<file path="src/rtl/pic_gen_pkg.sv">
// Shared constants and helpers for the pic_gen interrupt controller.
// No logic of its own; register map, field positions, priority rotation helper.
// Imported by pic_gen and pic_gen_prio.
package pic_gen_pkg;

    // Register map (3-bit address space)
    localparam logic [2:0] ADDR_IMR  = 3'd0;
    localparam logic [2:0] ADDR_TRIG = 3'd1;
    localparam logic [2:0] ADDR_CTRL = 3'd2;
    localparam logic [2:0] ADDR_EOI  = 3'd3;
    localparam logic [2:0] ADDR_IRR  = 3'd4;
    localparam logic [2:0] ADDR_ISR  = 3'd5;

    // CTRL fields
    localparam int CTRL_ROTATE_BIT = 0;
    localparam int CTRL_AEOI_BIT   = 1;
    localparam int CTRL_VBASE_LSB  = 8;

    // EOI fields: line index lives in the low bits
    localparam int EOI_SPECIFIC_BIT = 8;

    // Line occupying priority rank 'rank' (0 = highest). Rotating mode puts
    // the pointer line on top and walks upward modulo n.
    function automatic int rot_index(input int rank, input int ptr,
                                     input logic rotate, input int n);
        return rotate ? (rank + ptr) % n : rank;
    endfunction

endpackage

</file>
<file path="src/rtl/pic_gen_prio.sv">
// Combinational priority resolver: best eligible request and top in-service line.
// Latency: zero cycles (pure combinational).
// Backpressure: none; outputs follow inputs every cycle.
//
// Ports: irr/imr/isr request, mask and in-service vectors; ptr/rotate select
// the priority order; cand_vld/cand_id give the highest unmasked request that
// outranks every in-service line; isr_vld/isr_id give the highest in-service line.
module pic_gen_prio
    import pic_gen_pkg::*;
#(
    parameter int N_IRQ = 8,
    parameter int ID_W  = $clog2(N_IRQ)
) (
    input  logic [N_IRQ-1:0] irr,
    input  logic [N_IRQ-1:0] imr,
    input  logic [N_IRQ-1:0] isr,
    input  logic [ID_W-1:0]  ptr,
    input  logic             rotate,
    output logic             cand_vld,
    output logic [ID_W-1:0]  cand_id,
    output logic             isr_vld,
    output logic [ID_W-1:0]  isr_id
);

    // Walk ranks from highest to lowest. Once an in-service line is seen, no
    // lower-ranked request may win; a line that is itself in service is
    // checked first so it can never nest on top of itself.
    always_comb begin
        logic [ID_W-1:0] line;
        cand_vld = 1'b0;
        cand_id  = '0;
        isr_vld  = 1'b0;
        isr_id   = '0;
        line     = '0;
        for (int r = 0; r < N_IRQ; r++) begin
            line = ID_W'(rot_index(r, int'(ptr), rotate, N_IRQ));
            if (!isr_vld && isr[line]) begin
                isr_vld = 1'b1;
                isr_id  = line;
            end
            if (!isr_vld && !cand_vld && irr[line] && !imr[line]) begin
                cand_vld = 1'b1;
                cand_id  = line;
            end
        end
    end

endmodule

</file>
<file path="src/rtl/pic_gen.sv">
// Parametrised programmable interrupt controller with nested fixed/rotating priority.
// Latency: IRR set -> INT one cycle; INTA -> VEC/VEC_VALID next cycle; RD -> RDATA next cycle.
// Backpressure: none; INTA and register strobes are accepted every cycle.
//
// Ports: CLK/RESET (async, active high); IRQ request lines; ADDR/WDATA/WR/RD/RDATA
// register bus; INT to the CPU; INTA acknowledge strobe; VEC/VEC_VALID vector return.
module pic_gen
    import pic_gen_pkg::*;
#(
    parameter int N_IRQ  = 8,
    parameter int ID_W   = $clog2(N_IRQ),
    parameter int VEC_W  = 8,
    parameter int DATA_W = 32
) (
    input  logic              CLK,
    input  logic              RESET,
    input  logic [N_IRQ-1:0]  IRQ,
    input  logic [2:0]        ADDR,
    input  logic [DATA_W-1:0] WDATA,
    input  logic              WR,
    input  logic              RD,
    output logic [DATA_W-1:0] RDATA,
    output logic              INT,
    input  logic              INTA,
    output logic [VEC_W-1:0]  VEC,
    output logic              VEC_VALID
);

    localparam logic [N_IRQ-1:0] ONE = N_IRQ'(1);

    logic [N_IRQ-1:0] imr, trig, irr, isr, irq_prev;
    logic             rotate, aeoi;
    logic [VEC_W-1:0] vbase;
    logic [ID_W-1:0]  ptr;

    logic             cand_vld, top_isr_vld;
    logic [ID_W-1:0]  cand_id, top_isr_id;
    logic             ack_isr_vld_unused;
    logic [ID_W-1:0]  ack_isr_id_unused;
    logic             eoi_cand_vld_unused;
    logic [ID_W-1:0]  eoi_cand_id_unused;
    logic             wdata_unused;

    logic             wr_eoi, eoi_hit, ack_real;
    logic [ID_W-1:0]  eoi_line, eoi_id;
    logic [N_IRQ-1:0] eoi_clr, ack_mask, irr_nxt, isr_nxt;
    logic [ID_W-1:0]  ptr_nxt;
    logic [VEC_W-1:0] vec_nxt;
    logic [DATA_W-1:0] rd_val;

    // Only some WDATA bits are stored; fold the rest so they are visibly consumed.
    assign wdata_unused = ^WDATA;

    function automatic logic [ID_W-1:0] next_line(input logic [ID_W-1:0] id);
        return ID_W'((int'(id) + 1) % N_IRQ);
    endfunction

    // Acknowledge / INT resolver on the live request state.
    pic_gen_prio #(.N_IRQ(N_IRQ), .ID_W(ID_W)) u_ack_prio (
        .irr      (irr),
        .imr      (imr),
        .isr      (isr),
        .ptr      (ptr),
        .rotate   (rotate),
        .cand_vld (cand_vld),
        .cand_id  (cand_id),
        .isr_vld  (ack_isr_vld_unused),
        .isr_id   (ack_isr_id_unused)
    );

    // Second resolver only tracks in-service ordering for non-specific EOI.
    pic_gen_prio #(.N_IRQ(N_IRQ), .ID_W(ID_W)) u_eoi_prio (
        .irr      ('0),
        .imr      ('1),
        .isr      (isr),
        .ptr      (ptr),
        .rotate   (rotate),
        .cand_vld (eoi_cand_vld_unused),
        .cand_id  (eoi_cand_id_unused),
        .isr_vld  (top_isr_vld),
        .isr_id   (top_isr_id)
    );

    always_comb begin
        wr_eoi   = WR && (ADDR == ADDR_EOI);
        eoi_line = WDATA[ID_W-1:0];
        eoi_hit  = 1'b0;
        eoi_id   = '0;
        if (wr_eoi) begin
            if (WDATA[EOI_SPECIFIC_BIT]) begin
                if ((int'(eoi_line) < N_IRQ) && isr[eoi_line]) begin
                    eoi_hit = 1'b1;
                    eoi_id  = eoi_line;
                end
            end else if (top_isr_vld) begin
                eoi_hit = 1'b1;
                eoi_id  = top_isr_id;
            end
        end
        eoi_clr = eoi_hit ? (ONE << eoi_id) : '0;

        // Acknowledge uses pre-write CTRL/IMR; a spurious INTA touches no state.
        ack_real = INTA && cand_vld;
        ack_mask = ack_real ? (ONE << cand_id) : '0;

        // Level lines mirror IRQ; edge lines latch rises, and a rise in the
        // acknowledge cycle survives the acknowledge clear.
        irr_nxt = (trig & IRQ) | (~trig & ((irr & ~ack_mask) | (IRQ & ~irq_prev)));

        // EOI clears first so the acknowledge set in the same cycle sticks.
        isr_nxt = (isr & ~eoi_clr) | (aeoi ? '0 : ack_mask);

        ptr_nxt = ptr;
        if (rotate && eoi_hit) begin
            ptr_nxt = next_line(eoi_id);
        end
        if (rotate && aeoi && ack_real) begin
            ptr_nxt = next_line(cand_id);
        end

        vec_nxt = vbase + (ack_real ? VEC_W'(cand_id) : VEC_W'(N_IRQ - 1));
    end

    always_comb begin
        rd_val = '0;
        case (ADDR)
            ADDR_IMR:  rd_val = DATA_W'(imr);
            ADDR_TRIG: rd_val = DATA_W'(trig);
            ADDR_CTRL: begin
                rd_val[CTRL_ROTATE_BIT]             = rotate;
                rd_val[CTRL_AEOI_BIT]               = aeoi;
                rd_val[CTRL_VBASE_LSB +: VEC_W]     = vbase;
            end
            ADDR_IRR:  rd_val = DATA_W'(irr);
            ADDR_ISR:  rd_val = DATA_W'(isr);
            default:   rd_val = '0;
        endcase
    end

    always_ff @(posedge CLK or posedge RESET) begin
        if (RESET) begin
            imr       <= '1;
            trig      <= '0;
            rotate    <= 1'b0;
            aeoi      <= 1'b0;
            vbase     <= '0;
            irr       <= '0;
            isr       <= '0;
            ptr       <= '0;
            irq_prev  <= '0;
            INT       <= 1'b0;
            VEC       <= '0;
            VEC_VALID <= 1'b0;
            RDATA     <= '0;
        end else begin
            irq_prev  <= IRQ;
            irr       <= irr_nxt;
            isr       <= isr_nxt;
            ptr       <= ptr_nxt;
            // INT is forced low in the cycle after an acknowledge.
            INT       <= INTA ? 1'b0 : cand_vld;
            VEC_VALID <= INTA;
            if (INTA) begin
                VEC <= vec_nxt;
            end
            if (RD) begin
                RDATA <= rd_val;
            end
            if (WR) begin
                case (ADDR)
                    ADDR_IMR:  imr  <= WDATA[N_IRQ-1:0];
                    ADDR_TRIG: trig <= WDATA[N_IRQ-1:0];
                    ADDR_CTRL: begin
                        rotate <= WDATA[CTRL_ROTATE_BIT];
                        aeoi   <= WDATA[CTRL_AEOI_BIT];
                        vbase  <= WDATA[CTRL_VBASE_LSB +: VEC_W];
                    end
                    default: ;
                endcase
            end
        end
    end

endmodule

</file>
<file path="config.mk">
export PLATFORM = sky130hd
export DESIGN_NAME = pic_gen
export DESIGN_NICKNAME = d
export VERILOG_FILES = /design/src/rtl/pic_gen_pkg.sv /design/src/rtl/pic_gen_prio.sv /design/src/rtl/pic_gen.sv
export SDC_FILE = /design/constraint.sdc
export NUM_CORES = 1
export LEC_CHECK = 0
export ABC_AREA = 1
export CAP_MARGIN = 20
export CORE_UTILIZATION = 35
export DETAILED_ROUTE_END_ITERATION = 6
export GPL_ROUTABILITY_DRIVEN = 0
export PLACE_DENSITY = 0.6
export SYNTH_ARGS = -nofsm -noshare
export SYNTH_HDL_FRONTEND = slang
export SYNTH_SLANG_ARGS = --single-unit
</file>
<file path="constraint.sdc">
create_clock -name CLK -period 6 [get_ports CLK]
set_input_delay 1.8 -clock CLK [delete_from_list [all_inputs] [get_ports CLK]]
set_output_delay 1.8 -clock CLK [all_outputs]
set_load 0.02 [all_outputs]
</file>
==> results of run 1 <==
==> layer usage <==
layer	global-route usage	up-vias
met4	0.0670	0
met5	0	-
li1	-	2784
met2	0.324	153
met1	0.296	2486
met3	0.0250	19
==> synthesized netlist by cell type, types with 3 or more instances <==
cell       count  share of area
a21oi_1       14          0.012
a31oi_1        3         0.0033
and2_1         3         0.0033
buf_2          9         0.0078
buf_4         19          0.025
buf_6          3         0.0059
clkbuf_1       6         0.0039
dfrtp_1       71           0.31
dfstp_2        8          0.036
ha_1           6          0.013
inv_1         87          0.057
inv_2          7         0.0046
mux2_2        10          0.020
nand2_1      283           0.18
nand2_2       13          0.014
nand2_4        3         0.0059
nand3_1       89          0.077
nand3_2       11          0.019
nand4_1       13          0.014
nor2_1        42          0.027
nor2_2         4         0.0043
nor2_4         9          0.018
o2111ai_1      7          0.011
o21ai_0       61          0.053
o21ai_1       10         0.0087
o21ai_2        3         0.0046
o22ai_1        7         0.0076
o31ai_1        4         0.0052
==> worst reg2reg max path, delay by kind of cell, from the launching register on <==
family / cells / cell delay (ns)
flip-flops: 1 / 0.32
XOR/XNOR: 1 / 0.14
adder cells (fa/ha/maj): 2 / 0.62
AND/OR/NAND/NOR: 17 / 2.39
buffers and inverters: 6 / 1.13
AO/OA/AOI/OAI: 3 / 0.27
==> worst min path at each step <==
stage,from,endpoint
after floorplan,irq_prev[0],irr[0]
after global placement,VEC[1],VEC[1]
after detailed placement,VEC[0],VEC[0]
after CTS,VEC[0],VEC[0]
after global routing,VEC[0],VEC[0]
final,VEC[0],VEC[0]
==> cell usage in the layout, fill, tap and decap left out, types with 5 or more instances in the layout <==
cell type and n:
nand2_1 283, mux2_2 10, ha_1 6, inv_1 86
nand3_2 11, nand2_2 13, a21oi_1 14, clkdlybuf4s50_1 57
nand3_1 89, nand4_1 13, nor2_4 9, conb_1 16
dfstp_2 8, o22ai_1 7, buf_4 5, nor2_1 42
clkbuf_16 9, inv_2 7, o2111ai_1 7, o21ai_0 61
o21ai_1 10, dfrtp_1 71
==> metrics by stage <==
step	std cells	total power [mW]	hold WS (ns)
6_report	1105	3.21	0.476
5_1_grt	1105	3.49	0.501
4_1_cts	1105	3.21	0.479
3_5_place_dp	1089	2.66	0.466
3_3_place_gp	1089	2.65	0.456
2_1_floorplan	850	2.17	0.471
==> sequential cells by signal, indices dropped and copies added (netlist names), 3 cells and up <==
| register | count |
|---|---|
| RDATA | 16 |
| VEC | 8 |
| isr | 8 |
| trig | 8 |
| irr | 8 |
| vbase | 8 |
| irq_prev | 8 |
| ptr | 3 |
| imr | 8 |
==> cells by family after synthesis <==
kind of cell               count (synthesis)  share of synthesized area
muxes                                     12                     0.0230
DFF                                       79                      0.345
AOI/OAI and AO/OA                        117                      0.116
and+or+nand+nor                          481                      0.386
buffers and inverters                    136                      0.110
adders and majority gates                  7                     0.0165
other                                      1                   0.000651
xor gates and xnor gates                   2                    0.00304
==> final cells by class <==
cell class,count,area (um^2),share of cell area
Clock buffer,12,236,0.0352
Clock inverter,4,56.3,0.00837
Inverter,97,370,0.0551
Multi-Input combinational cell,635,3200,0.475
Sequential cell,79,1990,0.295
Tap cell,216,270,0.0402
Timing Repair Buffer,62,608,0.0904
==> power by group through the flow <==
stage	logic (mW)	registers, mW	clock network (mW)
finish	1.87	0.804	0.542
global placement	1.84	0.811	0
detailed placement	1.85	0.809	0
floorplan	1.35	0.823	0
CTS	1.86	0.802	0.550
global route	2.10	0.821	0.573
==> reports/results.txt, run 1 <==
Status: completed
R2r startpoint: ptr[0]
Synthesis warning total: 0
Total die area: 0.0170 mm^2
Slew headroom: 0.446
Row count: 46
Largest net degree at the start of global routing: 52
Number of global-route vias before repair: 5195
Clock transition at the registers of the reported paths: 0.06 ns
Clk sink count: 79
WP depth: 29
Part of the power in the clock network: 0.169
Tightest Pin Transition: 0.830 ns
Worst Skew: 0.0108 ns
CP top delay family: simple AND/OR/NAND/NOR gates
Wire length on met3: 741 um
Ports: 90
Drt pass-1 iters: 6
Final hold vios: 0
Crit Reg-Reg Endpoint: VEC[7]
Post-DP HPWL: 12500 um
Layout cells sized above 1: 0.106
Total CTS buffers: 9
Drt initial violations: 384
Hold Buf Count CTS: 0
FF+latch count, synth: 79
CTS tree: done
Crit path capture: VEC[7]
Fillers: 1730
Initial Utilization: 0.360
Worst Setup Slack, final: 1.03 ns
Library cells used by synthesis: 50
Fraction of registers with async set/reset: 1.00
Dpl cell area: 0.00643 mm^2
Primary FF master, synth: dfrtp_1
Tmin final: 4.97 ns
Htree depth: 3
# diodes: 0
Buffers on Ports: 57
Worst hold path class: flop to flop
CP Max Fanout: 25
Root Buffer: clkbuf_16
Setup TNS: 0 ns
Critical path origin: ptr[0]
Latest clock arrival within the worst-skew pair: 0.34 ns
RSZ-0062 raised after global routing: no
Worst EP required: 6.26 ns
Post-synth EDFFs: 0
Switch Pwr: 1.60 mW
Combinational Power Share: 0.581
Synth Cell Area: 0.00576 mm^2
Grt ovf: 0
Maximum vdd drop: 222 uV
WS Path Type: flop to flop
Max Used Layer: met4
Vias per Instance: 4.92
Reg2Reg Setup Slack: 1.03 ns
DRC errors left: 0
Seq pwr share: 0.250
Sw Share: 0.499
Max-slew violation count: 0
Startpoint Class: flop
Core footprint: 0.0160 mm^2
Seq/Total Area, Yosys: 0.345
Max cap viols: 0
Internal: 1.61 mW
Period utilisation layout: 0.828
Leakage Power: 3.34 nW
Avg WL per Cell: 14.8 um
Maximum clock frequency: 0.201 GHz
Total track usage: 0.207
Routed length on met1: 8110 um
Area Overhead vs Synth: 16.8%
Met2 WL: 7170 um
Layout Nets: 939
Pwr/cell area: 478 mW/mm^2
Clock Tree Buf Depth: 2
Core Util, Final: 0.420
Worst Hold Depth: 2
Postcts setup bufs: 0
Initial antenna violation count: 0
R2R cell count: 29
CP dominant cell by count: nand2_1
Bufs and invs on worst path: 6
CP Capture Type: flop
Syn_area_per_cell: 6.90 um^2
Die Ht: 130 um
Place WS: 1.12 ns
CP max stage delay: 0.55 ns
Die width: 130 um
Final ANT Viol Nets: 0
Final number of setup-violating endpoints: 0
First-pass GRT wire length: 27100 um
WP data arrival: 5.23 ns
Final WL: 16300 um
Post_cts resized: 0
Cell count after synthesis: 835
Vias: 5442
CP max-delay cell: inv_1
Final Cell Area: 0.00673 mm^2
No activity file was read; power rests on OpenSTA's default activity.
==> inputs of run 2 (changes only) <==
PLACE_DENSITY = 0.62   (was 0.6)
clock period = 4 ns   (was 6 ns; I/O delays follow)
==> reports/results.txt, run 2 (synthesis gave the netlist of run 1 again) <==
Status: completed
Period utilisation layout: 0.941
Initial antenna violation count: 0
Pwr/cell area: 742 mW/mm^2
Ports: 90
Final hold vios: 0
Drt pass-1 iters: 5
Root Buffer: clkbuf_16
Slew headroom: 0.455
Buffers on Ports: 57
Final WL: 17000 um
Layout Nets: 997
Clock Tree Buf Depth: 2
Total die area: 0.0170 mm^2
Non-Filler Instances: 1163
Grt ovf: 0
Initial Utilization: 0.360
Final hold slack: 0.470 ns
Clock transition at the registers of the reported paths: 0.06 ns
Startpoint Class: flop
Core Util, Final: 0.462
WS Path Type: flop to flop
Drt initial violations: 376
First-pass GRT wire length: 27400 um
Core footprint: 0.0160 mm^2
CP Capture Type: flop
Htree depth: 3
Worst Skew: 0.00805 ns
Biggest register: RDATA
Final number of setup-violating endpoints: 0
CP Max Fanout: 6
Power, Total: 5.48 mW
Fillers: 1662
Tmin final: 3.76 ns
CP max-delay cell: ha_2
Maximum clock frequency: 0.266 GHz
Inst Count DP: 1139
Commonest non-fill, non-tap cells in the layout: nand2_1 (275), inv_1 (84), nand3_1 (79)
Tightest Pin Transition: 0.815 ns
CTS tree: done
Row count: 46
Place WS: 0.0367 ns
Final ANT Viol Nets: 0
Multi-input gate area: 0.00336 mm^2
Largest net degree at the start of global routing: 46
Worst hold path class: flop to flop
CP max stage delay: 0.38 ns
Vias: 5792
Max cap viols: 0
Number of global-route vias before repair: 5292
Hold Buf Count CTS: 0
Die width: 130 um
CP top delay family: simple AND/OR/NAND/NOR gates
Area Overhead vs Synth: 28.4%
Die Ht: 130 um
Leakage Power: 3.68 nW
Total track usage: 0.211
RSZ-0062 raised after global routing: yes
Maximum vdd drop: 334 uV
Total CTS buffers: 9
DRC errors left: 0
Worst EP required: 4.21 ns
WP data arrival: 3.98 ns
Reg2Reg Setup Slack: 0.24 ns
Clk sink count: 79
Max reg flops: 16
Reg area: 0.00199 mm^2
# diodes: 0
Worst Setup Slack, final: 0.238 ns
CP cell instances: inv_1 > ha_1 > nand2_2 > buf_6 > nand3_2 > nand3_2 > nand2_2 > nor2_8 > nand3_4 > nor2_4 > nor2_4 > nand3_2 > buf_4 > buf_4 > nand3_1 > nand2_2 > nand4_1 > ha_2 > a31oi_2 > or2_4 > nor3_4 > nand2_1 > xor2_1 > o21ai_1
Layout cells sized above 1: 0.196
Commonest non-fill, non-tap cell in the layout: nand2_1
Bufs and invs on worst path: 4
Max-slew violation count: 0
Post-DP HPWL: 13200 um
Avg WL per Cell: 14.6 um
Latest clock arrival within the worst-skew pair: 0.34 ns
Vias per Instance: 4.98
## run 2: worst paths after layout
| check | cells past startpoint | start | to |
|---|---|---|---|
| max in group asynchronous | 3 | RESET | ptr[0] |
| hold / removal | 2 | VEC[0] | VEC[0] |
| min in group asynchronous | 2 | RESET | irq_prev[6] |
| setup reg to reg | 24 | ptr[0] | VEC[7] |
| hold reg to reg | 2 | VEC[0] | VEC[0] |
| setup / recovery | 24 | ptr[0] | VEC[7] |
## run 2: power breakdown
part | internal [mW] | switching, mW | total [mW] | leakage, nW
Clock | 0.506 | 0.334 | 0.840 | 0.147
Combinational | 1.36 | 2.08 | 3.44 | 2.58
Sequential | 1.01 | 0.194 | 1.20 | 0.954
Total | 2.88 | 2.61 | 5.48 | 3.68
## run 2: cell type report
class	count	share of cell area
Clock buffer	11	0.0328
Multi-Input combinational cell	635	0.454
Sequential cell	79	0.269
Timing Repair Buffer	120	0.149
Tap cell	216	0.0365
Inverter	97	0.0504
Clock inverter	5	0.00863
## run 2: tightest hold or removal path, stage by stage, from the launching register on
cell     delay, ns
dfrtp_1       0.34
nand2_1       0.05
nand2_1       0.04
## run 2: what timing repair did
action,in CTS,in global routing
resized for setup,0,51
setup buffers,0,8
setup endpoints to repair,0,5
## run 2: routing by layer
layer,part of all wire,vias to the layer above,global-route usage
met2,0.45,179,0.328
met3,0.058,27,0.0328
met5,0,-,0
met1,0.47,2686,0.296
met4,0.024,0,0.0759
li1,-,2900,-
## run 2: stage by stage
stage | setup TNS [ns] | cell area (um^2)
after floorplan | 0 | 5830
after global placement | 0 | 6850
after detailed placement | 0 | 6850
after CTS | 0 | 7160
after global routing | -0.0584 | 7390
final | 0 | 7390
==> inputs of run 3 (changes only) <==
ABC_CLOCK_PERIOD_IN_PS = 4000   (was not set)
CORE_UTILIZATION = 45   (was 35)
PLACE_DENSITY = 0.75   (was 0.62)
==> reports/results.txt, run 3 (synthesis gave the netlist of run 1 again) <==
Worst EP required: 4.21 ns
Pwr/cell area: 775 mW/mm^2
Status: completed
Drt pass-1 iters: 5
Final number of setup-violating endpoints: 0
Post-DP HPWL: 12100 um
Root Buffer: clkbuf_16
Leakage Power: 3.66 nW
Initial antenna violation count: 0
Grt ovf: 0
Final WL: 16600 um
Startpoint Class: flop
Ports: 90
Bufs and invs on worst path: 4
Die Ht: 115 um
# diodes: 0
Final ANT Viol Nets: 0
CP max-delay cell: dfrtp_2
Buffers on Ports: 57
Vias per Instance: 5.38
Max-slew violation count: 0
Worst hold path class: flop to flop
Layout Nets: 984
Total die area: 0.0133 mm^2
Layout cells sized above 1: 0.191
First-pass GRT wire length: 26300 um
Largest net degree at the start of global routing: 38
Die width: 115 um
Area Overhead vs Synth: 27.4%
Period utilisation layout: 0.969
CP Capture Type: flop
Htree depth: 3
Drt initial violations: 419
Total CTS buffers: 9
Final hold vios: 0
Slew headroom: 0.477
Tmin final: 3.88 ns
Tightest Pin Transition: 0.782 ns
Latest clock arrival within the worst-skew pair: 0.34 ns
CTS tree: done
WP data arrival: 4.09 ns
Clock transition at the registers of the reported paths: 0.06 ns
Initial Utilization: 0.470
CP top delay family: simple AND/OR/NAND/NOR gates
Max cap viols: 0
Core Util, Final: 0.598
Clock Tree Buf Depth: 2
Commonest non-fill, non-tap cells in the layout: nand2_1 (271), inv_1 (83), nand3_1 (82)
Biggest register: RDATA
DRC errors left: 0
Core footprint: 0.0123 mm^2
Maximum clock frequency: 0.258 GHz
WS Path Type: flop to flop
Number of global-route vias before repair: 5341
Final hold slack: 0.476 ns
Vias: 5925
CP Max Fanout: 6
Max reg flops: 16
RSZ-0062 raised after global routing: yes
Commonest non-fill, non-tap cell in the layout: nand2_1
Total track usage: 0.258
Worst Skew: 0.00483 ns
Maximum vdd drop: 400 uV
Clk sink count: 79
Avg WL per Cell: 15.0 um
Row count: 40
CP max stage delay: 0.40 ns
Hold Buf Count CTS: 0
==> run 3: metrics by stage <==
stage / setup TNS (ns) / cell area, um^2 / total power [mW] / setup slack (ns) / instances
after global placement: 0 / 6640 / 4.14 / 0.0660 / 1072
after floorplan: 0 / 5830 / 3.26 / 0.0425 / 850
after CTS: 0 / 7000 / 5.21 / 0.00479 / 1088
after detailed placement: 0 / 6640 / 4.18 / 0.0320 / 1072
final: 0 / 7340 / 5.69 / 0.124 / 1102
after global routing: -0.440 / 7340 / 6.09 / -0.174 / 1102
==> run 3: what timing repair did <==
action                                  in CTS  in global routing
endpoints found under the setup margin       2                  5
gates cloned                                 0                  0
buffers inserted                             0                 14
pin swaps                                    0                 27
gates resized for setup                      2                 61
==> run 3: layer usage <==
layer,track usage,vias up,wire [um]
met5,0,-,0
met3,0.0411,51,1070
met4,0.109,0,647
li1,-,2882,-
met2,0.422,253,7810
met1,0.339,2739,7050
==> run 3: cell type report <==
type | count | area (um^2)
clock inverters | 4 | 120
repair buffers | 107 | 997
well taps | 168 | 210
fillers | 1076 | 4920
inverters | 97 | 379
multi-input cells | 635 | 3410
flip-flops and latches | 79 | 1990
clock buffers | 12 | 236
==> run 3: worst reg2reg max path, stage by stage, from the launching register on <==
cell,delay (ns)
dfrtp_2,0.40
buf_6,0.13
ha_2,0.19
nand2_2,0.07
nand2_2,0.06
nor2_4,0.19
inv_2,0.08
nand3_2,0.09
nand2_4,0.08
nor2_8,0.18
nand3_4,0.13
nor2_4,0.19
nand3_1,0.14
nand2_1,0.12
nand3_1,0.08
nand2_1,0.09
nand3_2,0.13
nor2_4,0.15
inv_2,0.06
ha_4,0.29
a21oi_2,0.05
inv_1,0.07
a31oi_2,0.06
or2_4,0.29
nor3_4,0.13
nand2_1,0.08
xor2_1,0.16
o21ai_1,0.08
==> run 3: final timing paths <==
check                        from  slack (ns)  cells past startpoint       end
max                        ptr[0]        0.12                     27    VEC[7]
min                        VEC[0]        0.48                      2    VEC[0]
max reg2reg                ptr[0]        0.12                     27    VEC[7]
min reg2reg                VEC[0]        0.48                      2    VEC[0]
max in group asynchronous   RESET        2.15                      3    rotate
min in group asynchronous   RESET        1.12                      2  RDATA[7]
==> run 3: report_power, final <==
part,internal [mW],switching (mW)
combinational,1.35,2.13
clock,0.674,0.316
sequential,1.01,0.200
